## config.mk

```make
export PLATFORM = sky130hd
export DESIGN_NAME = alu_decode_stage
export DESIGN_NICKNAME = d
export VERILOG_FILES = /design/src/rtl/alu_decode_stage.sv
export SDC_FILE = /design/constraint.sdc
export NUM_CORES = 1
export LEC_CHECK = 0
export ABC_AREA = 1
export CORE_ASPECT_RATIO = 1.1
export CORE_MARGIN = 10
export CORE_UTILIZATION = 40
export DETAILED_ROUTE_END_ITERATION = 10
export PLACE_DENSITY = 0.77
export SLEW_MARGIN = 0
export SYNTH_ARGS = -nofsm -noshare
export SYNTH_HDL_FRONTEND = slang
export SYNTH_SLANG_ARGS = --single-unit
```

## constraint.sdc

```tcl
create_clock -name clk -period 2.7 [get_ports clk]
set_clock_uncertainty 0.15 [all_clocks]
set_input_delay 0.54 -clock clk [delete_from_list [all_inputs] [get_ports clk]]
set_output_delay 0.54 -clock clk [all_outputs]
set_load 0.01 [all_outputs]
```

## src/rtl/alu_decode_stage.sv

```systemverilog
// alu_decode_stage
//   Registered ALU-control decode stage between the instruction register and
//   the execute stage. It turns op/cmd/sh/i/s/u/mul into an ALU control code
//   plus reg-write, flag-write and illegal strobes, and carries a tag along.
//   A MUL is held in the stage for MUL_CYCLES cycles so the iterative
//   multiplier downstream has time to finish.
//
// Ports
//   clk, rst_n          clock (rising edge), asynchronous active-low reset
//   flush               synchronous flush, overrides everything else
//   in_valid/in_ready   upstream handshake
//   in_op..in_tag       instruction fields, sampled only on accept
//   out_valid/out_ready downstream handshake
//   out_alu_control     ALU control code (4-bit codes zero-extended to ALU_W)
//   out_reg_wr          result writes the register file
//   out_flags_wr        result updates NZCV
//   out_illegal         unsupported encoding
//   out_tag             tag registered with the decode
//   busy                MUL wait in progress
//
// Handshake: a transfer happens on a rising edge where valid and ready are
// both high. in_ready does not depend on in_valid; out_valid does not depend
// on out_ready. While out_valid is high and out_ready is low, every out_*
// field is held stable.

module alu_decode_stage #(
  parameter int ALU_W      = 4,
  parameter int MUL_CYCLES = 4,
  parameter int TAG_W      = 4
) (
  input  logic             clk,
  input  logic             rst_n,
  input  logic             flush,
  input  logic             in_valid,
  output logic             in_ready,
  input  logic [1:0]       in_op,
  input  logic [3:0]       in_cmd,
  input  logic [1:0]       in_sh,
  input  logic             in_i,
  input  logic             in_s,
  input  logic             in_u,
  input  logic             in_mul,
  input  logic [TAG_W-1:0] in_tag,
  output logic             out_valid,
  input  logic             out_ready,
  output logic [ALU_W-1:0] out_alu_control,
  output logic             out_reg_wr,
  output logic             out_flags_wr,
  output logic             out_illegal,
  output logic [TAG_W-1:0] out_tag,
  output logic             busy
);

  // ALU control codes
  localparam logic [3:0] C_PASS = 4'd0;
  localparam logic [3:0] C_ADD  = 4'd1;
  localparam logic [3:0] C_SUB  = 4'd2;
  localparam logic [3:0] C_AND  = 4'd3;
  localparam logic [3:0] C_ORR  = 4'd4;
  localparam logic [3:0] C_EOR  = 4'd5;
  localparam logic [3:0] C_RSB  = 4'd6;
  localparam logic [3:0] C_BIC  = 4'd7;
  localparam logic [3:0] C_MVN  = 4'd8;
  localparam logic [3:0] C_LSL  = 4'd9;
  localparam logic [3:0] C_LSR  = 4'd10;
  localparam logic [3:0] C_ASR  = 4'd11;
  localparam logic [3:0] C_ROR  = 4'd12;
  localparam logic [3:0] C_ADC  = 4'd13;
  localparam logic [3:0] C_SBC  = 4'd14;
  localparam logic [3:0] C_MUL  = 4'd15;

  // The wait counter is loaded with MUL_CYCLES-2 and counts down to 0,
  // giving MUL_CYCLES-1 cycles in MULW before FULL.
  localparam int              CNT_W    = (MUL_CYCLES > 2) ? $clog2(MUL_CYCLES - 1) : 1;
  localparam int              CNT_INIT = (MUL_CYCLES >= 2) ? (MUL_CYCLES - 2) : 0;
  localparam logic [CNT_W-1:0] CNT_LOAD = CNT_W'(CNT_INIT);
  localparam logic             MUL_WAIT = (MUL_CYCLES > 1);

  typedef enum logic [1:0] {
    S_EMPTY = 2'd0,
    S_MULW  = 2'd1,
    S_FULL  = 2'd2
  } state_e;

  state_e           state_q, state_d;
  logic [CNT_W-1:0] cnt_q, cnt_d;

  logic [ALU_W-1:0] alu_q;
  logic             reg_wr_q, flags_wr_q, illegal_q;
  logic [TAG_W-1:0] tag_q;

  // Combinational decode of the current input fields
  logic [3:0] dec_code;
  logic       dec_reg_wr, dec_flags_wr, dec_illegal, dec_is_mul;

  always_comb begin
    dec_code     = C_PASS;
    dec_reg_wr   = 1'b0;
    dec_flags_wr = 1'b0;
    dec_illegal  = 1'b0;
    dec_is_mul   = 1'b0;
    unique case (in_op)
      2'b00: begin
        if (in_mul) begin
          // in_mul takes priority over whatever cmd holds
          dec_code     = C_MUL;
          dec_reg_wr   = 1'b1;
          dec_flags_wr = in_s;
          dec_is_mul   = 1'b1;
        end else begin
          dec_reg_wr   = 1'b1;
          dec_flags_wr = in_s;
          unique case (in_cmd)
            4'b0000: dec_code = C_AND;
            4'b0001: dec_code = C_EOR;
            4'b0010: dec_code = C_SUB;
            4'b0011: dec_code = C_RSB;
            4'b0100: dec_code = C_ADD;
            4'b0101: dec_code = C_ADC;
            4'b0110: dec_code = C_SBC;
            4'b0111: begin
              // RSC is not supported by the ALU
              dec_code     = C_PASS;
              dec_reg_wr   = 1'b0;
              dec_flags_wr = 1'b0;
              dec_illegal  = 1'b1;
            end
            // Compare forms: flags only, whatever s says
            4'b1000: begin dec_code = C_AND; dec_reg_wr = 1'b0; dec_flags_wr = 1'b1; end
            4'b1001: begin dec_code = C_EOR; dec_reg_wr = 1'b0; dec_flags_wr = 1'b1; end
            4'b1010: begin dec_code = C_SUB; dec_reg_wr = 1'b0; dec_flags_wr = 1'b1; end
            4'b1011: begin dec_code = C_ADD; dec_reg_wr = 1'b0; dec_flags_wr = 1'b1; end
            4'b1100: dec_code = C_ORR;
            4'b1101: begin
              // MOV: immediate passes straight through, register form shifts
              if (in_i) begin
                dec_code = C_PASS;
              end else begin
                unique case (in_sh)
                  2'b00: dec_code = C_LSL;
                  2'b01: dec_code = C_LSR;
                  2'b10: dec_code = C_ASR;
                  2'b11: dec_code = C_ROR;
                endcase
              end
            end
            4'b1110: dec_code = C_BIC;
            4'b1111: dec_code = C_MVN;
          endcase
        end
      end
      2'b01: dec_code = in_u ? C_ADD : C_SUB;
      2'b10: dec_code = C_ADD;
      2'b11: dec_illegal = 1'b1;
    endcase
  end

  // Handshake
  logic accept, take;
  assign in_ready = (state_q == S_EMPTY) || ((state_q == S_FULL) && out_ready);
  assign accept   = in_valid && in_ready;
  assign take     = accept && !flush;   // a flush discards the same-cycle accept

  // Next-state logic
  always_comb begin
    state_d = state_q;
    cnt_d   = cnt_q;
    if (flush) begin
      state_d = S_EMPTY;
      cnt_d   = '0;
    end else begin
      unique case (state_q)
        S_EMPTY, S_FULL: begin
          if (take) begin
            if (dec_is_mul && MUL_WAIT) begin
              state_d = S_MULW;
              cnt_d   = CNT_LOAD;
            end else begin
              state_d = S_FULL;
            end
          end else if (state_q == S_FULL && out_ready) begin
            state_d = S_EMPTY;
          end
        end
        S_MULW: begin
          if (cnt_q == '0) begin
            state_d = S_FULL;
          end else begin
            cnt_d = cnt_q - 1'b1;
          end
        end
        default: begin
          state_d = S_EMPTY;
          cnt_d   = '0;
        end
      endcase
    end
  end

  always_ff @(posedge clk or negedge rst_n) begin
    if (!rst_n) begin
      state_q <= S_EMPTY;
      cnt_q   <= '0;
    end else begin
      state_q <= state_d;
      cnt_q   <= cnt_d;
    end
  end

  // Result registers load only on a kept accept; they are not cleared by flush.
  always_ff @(posedge clk or negedge rst_n) begin
    if (!rst_n) begin
      alu_q      <= '0;
      reg_wr_q   <= 1'b0;
      flags_wr_q <= 1'b0;
      illegal_q  <= 1'b0;
      tag_q      <= '0;
    end else if (take) begin
      alu_q      <= ALU_W'(dec_code);
      reg_wr_q   <= dec_reg_wr;
      flags_wr_q <= dec_flags_wr;
      illegal_q  <= dec_illegal;
      tag_q      <= in_tag;
    end
  end

  assign out_valid       = (state_q == S_FULL);
  assign busy            = (state_q == S_MULW);
  assign out_alu_control = alu_q;
  assign out_reg_wr      = reg_wr_q;
  assign out_flags_wr    = flags_wr_q;
  assign out_illegal     = illegal_q;
  assign out_tag         = tag_q;

endmodule

```

==> summary.md <==
| Metric | Value |
|---|---|
| Outcome | `finished, final reports clean` |
| Top-area cell type share of the netlist area | `34.1%` |
| Worst Reg-to-Reg Cells | `5` |
| First-pass GRT wire length | `4750 µm` |
| Initial antenna violation count | `0` |
| Die ar. | `5260 µm²` |
| Antenna Cells | `0` |
| RSZ-0062 raised after global routing | `no` |
| Die height | `75.1 µm` |
| Core Footprint | `2570 µm²` |
| Synth Instances | `157` |
| Worst setup margin | `0.194 ns` |
| Max Clk Rate | `399 MHz` |
| Slowest cell on crit path | `clkdlybuf4s50_1` |
| Worst hold margin | `0.336 ns` |
| TritonCTS buffer count | `3` |
| I/O Buffers | `34` |
| Final Hold Vio Count | `0` |
| Min-Delay Path Depth | `2` |
| Die W | `70.1 µm` |
| Final Core Density | `58.3%` |
| Post-Route Setup TNS | `0 ns` |
| Htree depth | `1` |
| Mapped cell area | `1100 µm²` |
| Vias in the first global route | `1149` |
| Yosys warns | `0` |
| TritonCTS clock tree | `done` |
| Initial Util | `42.9%` |
| Total track usage | `10.5%` |
| Fillcell total | `257` |
| Pre-CTS setup slack | `0.193 ns` |
| Largest net degree at the start of global routing | `19` |
| Cts repair resizes | `0` |
| Worst endpoint required time | `2.01 ns` |
| Clk sinks | `15` |
| DR vias | `1114` |
| Post-CTS setup buffers | `0` |
| # IOs | `35` |
| Final setup vio count | `0` |
| Slew Limit Fails | `0` |
| Mean Syn Cell Area | `7.02 µm²` |
| Dominant cells by area after synthesis | `dfrtp_1 34%, nand2_1 20%, ha_1 10%` |
| R2R Setup Slk | `1.20 ns` |
| Register area share after synthesis | `34.1%` |
| Most Frequent Cell on Critical Path | `clkdlybuf4s50_1` |
| Tcrit/Tclk final | `92.8%` |
| Clock slew at reported path FFs | `0.09 ns` |
| Initial DRT Pass Iterations | `4` |
| Post-Syn Nets | `187` |
| Post-DRT Antenna Nets | `0` |
| DP Wirelength | `2310 µm` |
| Clock Latency Late Sink | `0.29 ns` |
| HP Class | `reg -> reg` |
| Slew HR | `54.2%` |
| Critical path arrival | `1.82 ns` |
| Final WL | `2730 µm` |
| Most frequent cells in the layout | `59 x nand2_1, 34 x clkdlybuf4s50_1, 23 x inv_1` |
| Placed inst area | `1470 µm²` |
| Fraction of registers with async set/reset | `100%` |
| Cell variety after synth | `23` |
| Slew at the pin closest to its max-slew limit | `0.684 ns` |
| Cell taking the most area after synthesis | `dfrtp_1` |
| Final nets | `225` |
| Critical Path Start Type | `input pin` |
| Most common cell after layout, fill and taps aside | `nand2_1` |
| Vias per cell | `4.95` |
| Crit path from | `out_ready` |
| Total congestion overflow | `0` |
| Deepest clock path buffer count | `2` |
| Drt drc | `0` |
| Rows | `19` |
| Critical path class | `in -> out` |
| Placed cells | `221` |
| Crit-path cells | `clkdlybuf4s50_1 -> inv_1 -> a21oi_4 -> clkdlybuf4s50_1` |
| Worst ir drop on vdd | `0.267 mV` |
| Post-synth EDFFs | `0` |
| CP endpoint kind | `primary output` |
| R2R Path Start | `state_q[0]` |
| Yosys reg bits | `15` |
| Routability cong. | `0.888` |
| Layout cell share with drive strength beyond 1 | `6.70%` |
| PwrDens | `406 nW/µm²` |
| CTS Root Cell | `clkbuf_4` |
| Post-route design area | `1500 µm²` |
| Total power | `0.608 mW` |
| Drt initial violations | `82` |
| Static Leak | `0.778 nW` |
| Delay of the slowest critical-path stage | `0.56 ns` |
| Max Cap Viol | `0` |
| Post-route insts no fill | `225` |
| Min-Delay Startpoint | `out_tag[1]` |
| Min Tclk post-route | `2.51 ns` |
| Synth-to-layout area growth | `35.9%` |
| Hold-fix buffers, CTS | `0` |
| DR WL/cell | `12.2 µm` |
| CP Max Fanout | `3` |
| Post-synth top flop | `dfrtp_1` |
==> critical path: cells and delay by family <==
family                 cells  cell delay (ns)
AO/OA/AOI/OAI              1             0.17
buffers and inverters      3             1.11
==> power breakdown <==
| part | switching, mW | internal, mW | leakage [nW] |
|---|---|---|---|
| Sequential | 0.0186 | 0.252 | 0.196 |
| Clock | 0.0761 | 0.0550 | 0.0177 |
| Combinational | 0.100 | 0.106 | 0.564 |
==> Yosys cell counts (all sizes together) (2+ instances only) <==
cell / instances
nand2: 60
inv: 23
nor2: 19
dfrtp: 15
nand3: 11
ha: 9
o21ai: 7
nand4: 3
nor3: 3
a21oi: 2
==> final cells by class <==
class                   instances  area [µm²]  share of cell area (%)
flip-flops and latches         15         375                    25.1
clock buffers                   3        22.5                    1.50
well taps                      31        38.8                    2.59
inverters                      23        86.3                    5.76
multi-input cells             118         629                    42.0
repair buffers                 34         340                    22.7
clock inverters                 1        5.00                   0.334
==> layer usage <==
layer | part of all wire, % | global-route usage [%] | vias to the layer above
li1 | - | - | 564
met1 | 42 | 10.9 | 511
met2 | 52 | 20.5 | 35
met3 | 3.9 | 1.45 | 4
met4 | 1.5 | 4.61 | 0
met5 | 0 | 0 | -
==> logic make-up (layout without fill, tap and decap cells) <==
family          after synthesis  count (layout)  synth area share (%)
compound gates               13              13                  8.06
buf+inv                      24              61                  8.85
simple gates                 96              96                  38.8
flops                        15              15                  34.1
fa+ha+maj                     9               9                  10.2
==> final timing paths <==
| kind | endpoint |
|---|---|
| setup reg to reg | out_alu_control[1] |
| hold / removal | out_tag[1] |
| max in group asynchronous | out_illegal |
| hold reg to reg | out_tag[1] |
| setup / recovery | in_ready |
| min in group asynchronous | cnt_q[1] |
==> flip-flops by register name, summed over array words and instances (netlist names) <==
signal / flops
out_alu_control: 4
out_flags_wr: 1
out_reg_wr: 1
out_tag: 4
out_illegal: 1
state_q: 2
cnt_q: 2
Note: power is estimated with default switching activity, not from simulation.
